File: src/rtl/bus_arbiter.sv
// ---------------------------------------------------------------------------
// bus_arbiter
//   Shares one memory port between NUM_REQ requesters (0 = CPU core,
//   1 = DMA, 2 = host/debug). Round-robin grant, one outstanding transaction,
//   variable-latency memory completion through i_mem_ack.
//
//   FSM: IDLE -> ISSUE -> BUSY -> DONE -> IDLE. All outputs are registered.
//   A zero-wait memory gives done three cycles after req is seen, so each
//   transaction takes at least four cycles.
//
//   Optional feature macro: BUS_ARB_TIMEOUT_EN
//     defined   - BUSY aborts after TIMEOUT_CYCLES cycles without i_mem_ack;
//                 the requester gets done together with o_err, rdata = all ones.
//     undefined - BUSY waits for i_mem_ack forever, o_err is tied low.
//
// Ports
//   i_clk, i_rst_n    clock, asynchronous active-low reset
//   i_req/i_we        per-requester request / write enable
//   i_addr/i_wdata    packed per-requester address / write data
//   o_done            one-cycle completion pulse to the granted requester
//   o_rdata           read data, valid in the done cycle of a read
//   o_busy            high in ISSUE/BUSY/DONE
//   o_grant_id        index of the current/last winner
//   o_err             abort pulse, coincident with done (timeout build only)
//   o_mem_*           memory request side, held stable until i_mem_ack
//   i_mem_rdata/ack   memory response
// ---------------------------------------------------------------------------
module bus_arbiter #(
    parameter int unsigned NUM_REQ        = 3,
    parameter int unsigned AW             = 16,
    parameter int unsigned DW             = 8,
    parameter int unsigned TIMEOUT_CYCLES = 255
) (
    input  logic                  i_clk,
    input  logic                  i_rst_n,
    input  logic [NUM_REQ-1:0]    i_req,
    input  logic [NUM_REQ-1:0]    i_we,
    input  logic [NUM_REQ*AW-1:0] i_addr,
    input  logic [NUM_REQ*DW-1:0] i_wdata,
    output logic [NUM_REQ-1:0]    o_done,
    output logic [DW-1:0]         o_rdata,
    output logic                  o_busy,
    output logic [2:0]            o_grant_id,
    output logic                  o_err,
    output logic                  o_mem_req,
    output logic                  o_mem_we,
    output logic [AW-1:0]         o_mem_addr,
    output logic [DW-1:0]         o_mem_wdata,
    input  logic [DW-1:0]         i_mem_rdata,
    input  logic                  i_mem_ack
);

    // Index width for a requester number; one extra bit for the wrap sum.
    localparam int unsigned IW = $clog2(NUM_REQ);
    localparam int unsigned CW = IW + 1;

    typedef enum logic [1:0] {
        S_IDLE  = 2'd0,
        S_ISSUE = 2'd1,
        S_BUSY  = 2'd2,
        S_DONE  = 2'd3
    } state_t;

    state_t              r_state;
    logic [IW-1:0]       r_ptr;
    logic [IW-1:0]       r_grant;
    logic [NUM_REQ-1:0]  r_done;
    logic [DW-1:0]       r_rdata;
    logic                r_busy;
    logic                r_mem_req;
    logic                r_mem_we;
    logic [AW-1:0]       r_mem_addr;
    logic [DW-1:0]       r_mem_wdata;

`ifdef BUS_ARB_TIMEOUT_EN
    localparam int unsigned TW = $clog2(TIMEOUT_CYCLES + 1);
    localparam logic [TW-1:0] TO_LAST = TW'(TIMEOUT_CYCLES - 1);
    logic [TW-1:0] r_to_cnt;
    logic          r_err;
`endif

    // Round-robin pick: first asserted request at or after r_ptr, wrapping.
    logic          w_found;
    logic [IW-1:0] w_win;
    logic [CW-1:0] w_idx;

    always_comb begin
        w_found = 1'b0;
        w_win   = '0;
        w_idx   = '0;
        for (int i = 0; i < NUM_REQ; i++) begin
            w_idx = {1'b0, r_ptr} + CW'(i);
            if (w_idx >= CW'(NUM_REQ))
                w_idx = w_idx - CW'(NUM_REQ);
            if (!w_found && i_req[w_idx[IW-1:0]]) begin
                w_found = 1'b1;
                w_win   = w_idx[IW-1:0];
            end
        end
    end

    logic [IW-1:0] w_ptr_next;
    assign w_ptr_next = (r_grant == IW'(NUM_REQ - 1)) ? '0 : r_grant + 1'b1;

    always_ff @(posedge i_clk or negedge i_rst_n) begin
        if (!i_rst_n) begin
            r_state     <= S_IDLE;
            r_ptr       <= '0;
            r_grant     <= '0;
            r_done      <= '0;
            r_rdata     <= '0;
            r_busy      <= 1'b0;
            r_mem_req   <= 1'b0;
            r_mem_we    <= 1'b0;
            r_mem_addr  <= '0;
            r_mem_wdata <= '0;
`ifdef BUS_ARB_TIMEOUT_EN
            r_to_cnt    <= '0;
            r_err       <= 1'b0;
`endif
        end else begin
            // done/err are single-cycle pulses
            r_done <= '0;
`ifdef BUS_ARB_TIMEOUT_EN
            r_err  <= 1'b0;
`endif
            case (r_state)
                S_IDLE: begin
                    if (w_found) begin
                        r_grant     <= w_win;
                        r_mem_we    <= i_we[w_win];
                        r_mem_addr  <= i_addr[w_win*AW +: AW];
                        r_mem_wdata <= i_wdata[w_win*DW +: DW];
                        // mem_req is raised now so it is visible in ISSUE
                        r_mem_req   <= 1'b1;
                        r_busy      <= 1'b1;
                        r_state     <= S_ISSUE;
`ifdef BUS_ARB_TIMEOUT_EN
                        r_to_cnt    <= '0;
`endif
                    end
                end

                S_ISSUE: r_state <= S_BUSY;

                S_BUSY: begin
                    // Leaving BUSY on the first ack means later acks are ignored.
                    if (i_mem_ack) begin
                        if (!r_mem_we)
                            r_rdata <= i_mem_rdata;
                        r_mem_req       <= 1'b0;
                        r_done[r_grant] <= 1'b1;
                        r_state         <= S_DONE;
                    end
`ifdef BUS_ARB_TIMEOUT_EN
                    else if (r_to_cnt == TO_LAST) begin
                        r_rdata         <= '1;
                        r_err           <= 1'b1;
                        r_mem_req       <= 1'b0;
                        r_done[r_grant] <= 1'b1;
                        r_state         <= S_DONE;
                    end else begin
                        r_to_cnt <= r_to_cnt + 1'b1;
                    end
`endif
                end

                S_DONE: begin
                    r_busy  <= 1'b0;
                    r_ptr   <= w_ptr_next;
                    r_state <= S_IDLE;
                end

                default: r_state <= S_IDLE;
            endcase
        end
    end

`ifdef BUS_ARB_TIMEOUT_EN
    assign o_err = r_err;
`else
    assign o_err = 1'b0;
    // TIMEOUT_CYCLES only matters when the timeout build is selected.
    if (TIMEOUT_CYCLES == 0) begin : g_timeout_unused
    end
`endif

    assign o_done      = r_done;
    assign o_rdata     = r_rdata;
    assign o_busy      = r_busy;
    assign o_grant_id  = 3'(r_grant);
    assign o_mem_req   = r_mem_req;
    assign o_mem_we    = r_mem_we;
    assign o_mem_addr  = r_mem_addr;
    assign o_mem_wdata = r_mem_wdata;

endmodule

File: config.mk
export PLATFORM = sky130hd
export DESIGN_NAME = bus_arbiter
export DESIGN_NICKNAME = d
export VERILOG_FILES = /design/src/rtl/bus_arbiter.sv
export SDC_FILE = /design/constraint.sdc
export NUM_CORES = 1
export LEC_CHECK = 0
export ABC_AREA = 1
export BUFFER_PORTS_ARGS = -buffer_cell sky130_fd_sc_hd__buf_2
export CORE_MARGIN = 8
export CORE_UTILIZATION = 47
export CTS_BUF_LIST = sky130_fd_sc_hd__clkbuf_16
export DETAILED_ROUTE_END_ITERATION = 7
export PLACE_DENSITY_LB_ADDON = 0.08
export SYNTH_ARGS = -nofsm -noshare
export SYNTH_HDL_FRONTEND = slang
export SYNTH_SLANG_ARGS = --single-unit
export TNS_END_PERCENT = 50
File: constraint.sdc
create_clock -name i_clk -period 2.11 [get_ports i_clk]
set_input_delay 0.3165 -clock i_clk [delete_from_list [all_inputs] [get_ports i_clk]]
set_output_delay 0.3165 -clock i_clk [all_outputs]
set_load 0.01 [all_outputs]
# == Word-level counts from Yosys, hierarchy flattened ==
# Index checks and enable logic that the tools add are counted.
# W data, S select, Z words.
# classes
n_addsub,6
magnitude_cmp,9
eq_ne,6
shift,2
n_mux,29
bitwise,1
n_reduce_logical,13
# op_table
op,count
$shiftx A48 B7 Y16,1
$shiftx A24 B6 Y8,1
$mux W2,9
$lt A2 B3 Y1 const B,5
$mux W1,10
$bmux W1 S2,4
$pmux W2 S4,1
$eq A2 B2 Y1 const B,3
$ge A3 B2 Y1 const B,2
$mux W3,2
$reduce_and A2 Y1,3
$reduce_and A3 Y1,2
$sub A2 B2 Y2 const B,3
$ne A2 B2 Y1 const B,2
$pmux W1 S2,2
$reduce_bool A2 Y1,2
$add A2 B1 Y3 const B,1
$add A2 B2 Y3 const B,1
$logic_and A1 B1 Y1,3
$add A2 B1 Y2 const B,1
$demux W1 S2,1
$eq A2 B1 Y1 const B,1
$ge A2 B1 Y1 const B,1
$ge A2 B2 Y1 const B,1
3 further kinds,4
# totals
register_bits,44
inputBits,89

# == Longest topological paths before layout ==
# depth
depth_word,13
ltp_mapped,14
depth_no_buf,13

# == Worst setup path after synthesis ==
# OpenSTA, ideal clock, no wires.
# synth_path
path_type,reg-to-reg
startpoint,register r_ptr[0]
endpoint,"register r_mem_req, in the netlist o_mem_req"
arrival_ps,1742
slack_ps,250
path_stages_with_launch,13
path_buffers,2
path_cell_list,dfrtp_1 -> inv_1 -> ha_1 -> inv_1 -> nand3_1 -> nand2_2 -> nand3b_4 -> nand2_4 -> buf_6 -> buf_6 -> nor2_1 -> o22ai_1 -> inv_2
# synth_via
elab_chain_cells,13
# synth_lines
item,line,text
from (decl),65,logic [IW-1:0] r_ptr;
from (signal assigned),170,r_ptr <= w_ptr_next;
"parallel branches: the longest is 10 deep, another holds $add A2 B1 Y3",-,
$mux W1 *,95,if (!w_found && i_req[w_idx[IW-1:0]]) begin
$ne A2 B2 Y1 (no line) *,-,
$reduce_and A3 Y1 (no line) *,-,
to (signal assigned),113,r_mem_req <= 1'b0;
to (signal assigned),135,r_mem_req <= 1'b1;
to (signal assigned),151,r_mem_req <= 1'b0;
to (decl),70,logic r_mem_req;
# Every way passes the cells marked *. The select of a mux whose other input is x is not followed.
# A chain may end at the register's enable or synchronous reset.

# == Final worst setup path ==
# layout_path
startpoint,register r_ptr[1]
endpoint,"register r_mem_addr[6], in the netlist o_mem_addr[6]"
# layout_via
elab_chain_cells,12
# layout_lines
item,line,text
"parallel branches: the longest is 12 deep, another holds $add A2 B1 Y3",-,
to (signal assigned),132,r_mem_addr <= i_addr[w_win*AW +: AW];
to (decl),72,logic [AW-1:0] r_mem_addr;
# Several ways; the timed one is not identified. The select of a mux whose other input is x is not followed.

==> out/results.ini <==
[pwr]
comb_power_share=0.594
leakage_nw=2.15
ir_drop_mv=0.672
totalPowerFinal_mw=5.81
netSwitchingFraction=0.451
internal_mw=3.19
clock_power_share=0.152
p_seq_frac=0.255
p_sw_mw=2.62
areal_power_density_over_the_cells_nw_per_um2=1500

[finish]
stdcell_count=576
final_design_area_no_fill_um2=3860
drive_above_1_share=0.417
layout.filler_cells=548
layout-area-overhead-vs-synth_pct=36.0
fin_nets=597
antennaDiodeCount=0
layout.core_utilization=0.656

[logic_synthesis]
avgSynthCellArea_um2=7.78
synthXorXnorAreaFrac=0
ys.warnings.count=0
synth_ff_type=sky130_fd_sc_hd__dfrtp_1
post_synth_inst_count=365
synth_seq_cells=44
synth-simple-area-share=0.288
ys_async_sr_fraction=1.00
yosysSeqAreaShare=0.388
yosys.area_share.adder=0.0352
syn_area_um2=2840
synth_top_family_by_area=simple AND/OR/NAND/NOR gates
post_synth_edffs=0
synth_cell_types=31
synth_compound_gate_area_share=0.114
synth_mux_area_frac=0.0317

[sta]
final.period_utilization=0.961
slew_headroom=0.624
clock_skews_ps=2.36
whs_ps=106
tns_ps=0
setup_viol=0
post-route-min-period_ps=2030
finalHoldViolations=0
setup_slack_ps=81.8
tightest_pin_transition_ps=563
fmax_ghz=0.493
slew_viol_final=0
rsz0062_at_grt=yes

[detailed_routing]
via_per_inst=4.90
drcViolationCount=0
detail-route-antenna-nets=0
route.vias.total=2825
drt-total-wl_um=8460
dr.first_iter.drc_count=99
dr.pass1.iters=5
post_drt_wl_per_cell_um=14.7

[place]
dpl.hpwl_um=6390
placed_cell_area_um2=3550
pre_cts_slack_ps=-36.7
gpl.final_weighted_congestion=0.879
input_output_buffers=128
dp.cells=564

[clocking]
clock_path_buffers=2
clock_tree_from_tritoncts=built
cts_hold_repair.buffers=0
cts-buffers-inserted=5
cts_root_buf=sky130_fd_sc_hd__clkbuf_16
cts_htree_levels=2
clkLatencyLatePin_ps=280
cts.clk_slew.worst_paths_ps=60
clock_sink_count=44

[hold_path]
hp-class=input pin to asynchronous set/reset pin

[setup_path]
critical_path.endpoint_type=flop
maximum_fanout_encountered_on_the_critical_timing_path=4
startpoint_type=flop
cpPeakStageDelay_ps=440
critical-path-slowest-cell=sky130_fd_sc_hd__dfrtp_2
crit_path_cell_trace=inv_1 > ha_4 > inv_2 > nand2_2 > nand2_2 > a21oi_4 > nand4_2 > nand2_4 > buf_4 > buf_4 > a21oi_2 > a21oi_2
critical_path_required_ps=2320
crit_arrival_ps=2240
critical_path_buf_inv_count=4
worst-setup-path-type=flop to flop
worst_path_top_cell_family_by_delay=buffers and inverters

[global_routing]
grt_pass1_vias=2927
maximum_number_of_pins_on_one_net_before_global_route_repair=45
initial_antenna_violation_count=0
gr-usage-all-layers=0.186
overflow_after_grt=0
grt_first_pass_wirelength_um=13300

[die]
starting_density_of_the_core=0.483
die-area_um2=8790
die_y_um=93.7
rows=28
die_width_um=93.7
num_io_pins=131
coreArea_um2=5890

[run_status]
outcome=finished clean

[flow_run]
max_cap_viol_count=0

[sequential cells by signal, summed over array words and instances, names as in the netlist]
register     count
o_mem_req        1
o_mem_we         1
o_rdata          8
o_mem_wdata      8
o_busy           1
o_done           3
r_state          2
r_ptr            2
o_mem_addr      16
r_grant          2
[cell usage after synthesis, types with 2 or more instances]
master	count	share of area
sky130_fd_sc_hd__a21oi_1	20	0.035
sky130_fd_sc_hd__a21oi_2	20	0.062
sky130_fd_sc_hd__buf_2	7	0.012
sky130_fd_sc_hd__buf_4	3	0.0079
sky130_fd_sc_hd__buf_6	6	0.024
sky130_fd_sc_hd__dfrtp_1	44	0.39
sky130_fd_sc_hd__ha_1	8	0.035
sky130_fd_sc_hd__inv_1	65	0.086
sky130_fd_sc_hd__inv_2	8	0.011
sky130_fd_sc_hd__mux2_2	8	0.032
sky130_fd_sc_hd__nand2_1	53	0.070
sky130_fd_sc_hd__nand2_2	5	0.011
sky130_fd_sc_hd__nand2_4	2	0.0079
sky130_fd_sc_hd__nand3_1	56	0.099
sky130_fd_sc_hd__nand3b_1	7	0.019
sky130_fd_sc_hd__nor2_1	33	0.044
sky130_fd_sc_hd__nor3_1	3	0.0053
sky130_fd_sc_hd__o21ai_0	3	0.0053
sky130_fd_sc_hd__o22ai_1	2	0.0044
[path summary, 6_finish.rpt]
| kind | start | endpoint | slack (ps) | cells past startpoint |
|---|---|---|---|---|
| setup / recovery | r_ptr[1] | o_mem_addr[6] | 80 | 12 |
| hold / removal | i_rst_n | r_state[0] | 110 | 2 |
| setup reg to reg | r_ptr[1] | o_mem_addr[6] | 80 | 12 |
| hold reg to reg | r_grant[1] | o_done[0] | 470 | 1 |
| max in group asynchronous | i_rst_n | r_ptr[1] | 1590 | 2 |
| min in group i_clk | i_mem_rdata[7] | o_rdata[7] | 260 | 2 |
[layout make-up]
| cell class | instances | area, µm² | share of cell area |
|---|---|---|---|
| clock inverters | 3 | 42.5 | 0.0110 |
| clock buffers | 5 | 125 | 0.0324 |
| inverters | 73 | 282 | 0.0729 |
| repair buffers | 143 | 807 | 0.209 |
| multi-input cells | 233 | 1410 | 0.365 |
| flip-flops and latches | 44 | 1100 | 0.285 |
| well taps | 75 | 93.8 | 0.0243 |
[logic make-up (layout without fill, tap and decap cells)]
kind of cell             count (synthesis)  after routing
AO/OA/AOI/OAI                           47             47
adder cells (fa/ha/maj)                  8              8
buffers and inverters                   90            224
flip-flops                              44             44
multiplexers                             8              8
other                                    1              2
AND/OR/NAND/NOR                        167            168
[power groups by stage]
stage / Sequential (mW) / Clock (mW) / Combinational (mW)
after CTS: 1.47 / 0.896 / 3.33
after global placement: 1.48 / 0 / 3.25
after detailed placement: 1.48 / 0 / 3.30
after global routing: 1.54 / 0.937 / 3.81
final: 1.48 / 0.881 / 3.45
after floorplan: 1.65 / 0 / 2.16
[layout by cell type, fill, tap and decap left out, types with 2 or more instances in the layout]
master and instances:
sky130_fd_sc_hd__a21oi_1 19, sky130_fd_sc_hd__a21oi_2 21, sky130_fd_sc_hd__buf_12 2, sky130_fd_sc_hd__buf_2 128, sky130_fd_sc_hd__buf_4 10, sky130_fd_sc_hd__clkbuf_16 6
sky130_fd_sc_hd__conb_1 2, sky130_fd_sc_hd__dfrtp_1 43, sky130_fd_sc_hd__ha_1 6, sky130_fd_sc_hd__ha_4 2, sky130_fd_sc_hd__inv_1 64, sky130_fd_sc_hd__inv_2 6
sky130_fd_sc_hd__inv_4 3, sky130_fd_sc_hd__mux2_2 8, sky130_fd_sc_hd__nand2_1 53, sky130_fd_sc_hd__nand2_2 4, sky130_fd_sc_hd__nand2_4 3, sky130_fd_sc_hd__nand3_1 56
sky130_fd_sc_hd__nand3b_1 7, sky130_fd_sc_hd__nor2_1 32, sky130_fd_sc_hd__nor2_4 3, sky130_fd_sc_hd__nor3_1 3, sky130_fd_sc_hd__o21ai_0 3, sky130_fd_sc_hd__o22ai_1 2
[per-layer routing]
| metal | wire length [µm] | global-route usage | up-vias |
|---|---|---|---|
| met4 | 94 | 0.0528 | 0 |
| met3 | 636 | 0.0456 | 10 |
| met1 | 3790 | 0.235 | 1275 |
| met2 | 3940 | 0.306 | 124 |
| met5 | 0 | 0 | - |
| li1 | - | - | 1416 |
[timing repair]
| item | 4_1_cts | 5_1_grt |
|---|---|---|
| setup buffers | 0 | 2 |
| pin swaps | 0 | 4 |
| resized for setup | 3 | 16 |
| setup endpoints to repair | 26 | 29 |
| hold endpoints to repair | 0 | 0 |
| cloned | 0 | 2 |
(Power assumes the default switching activity.)
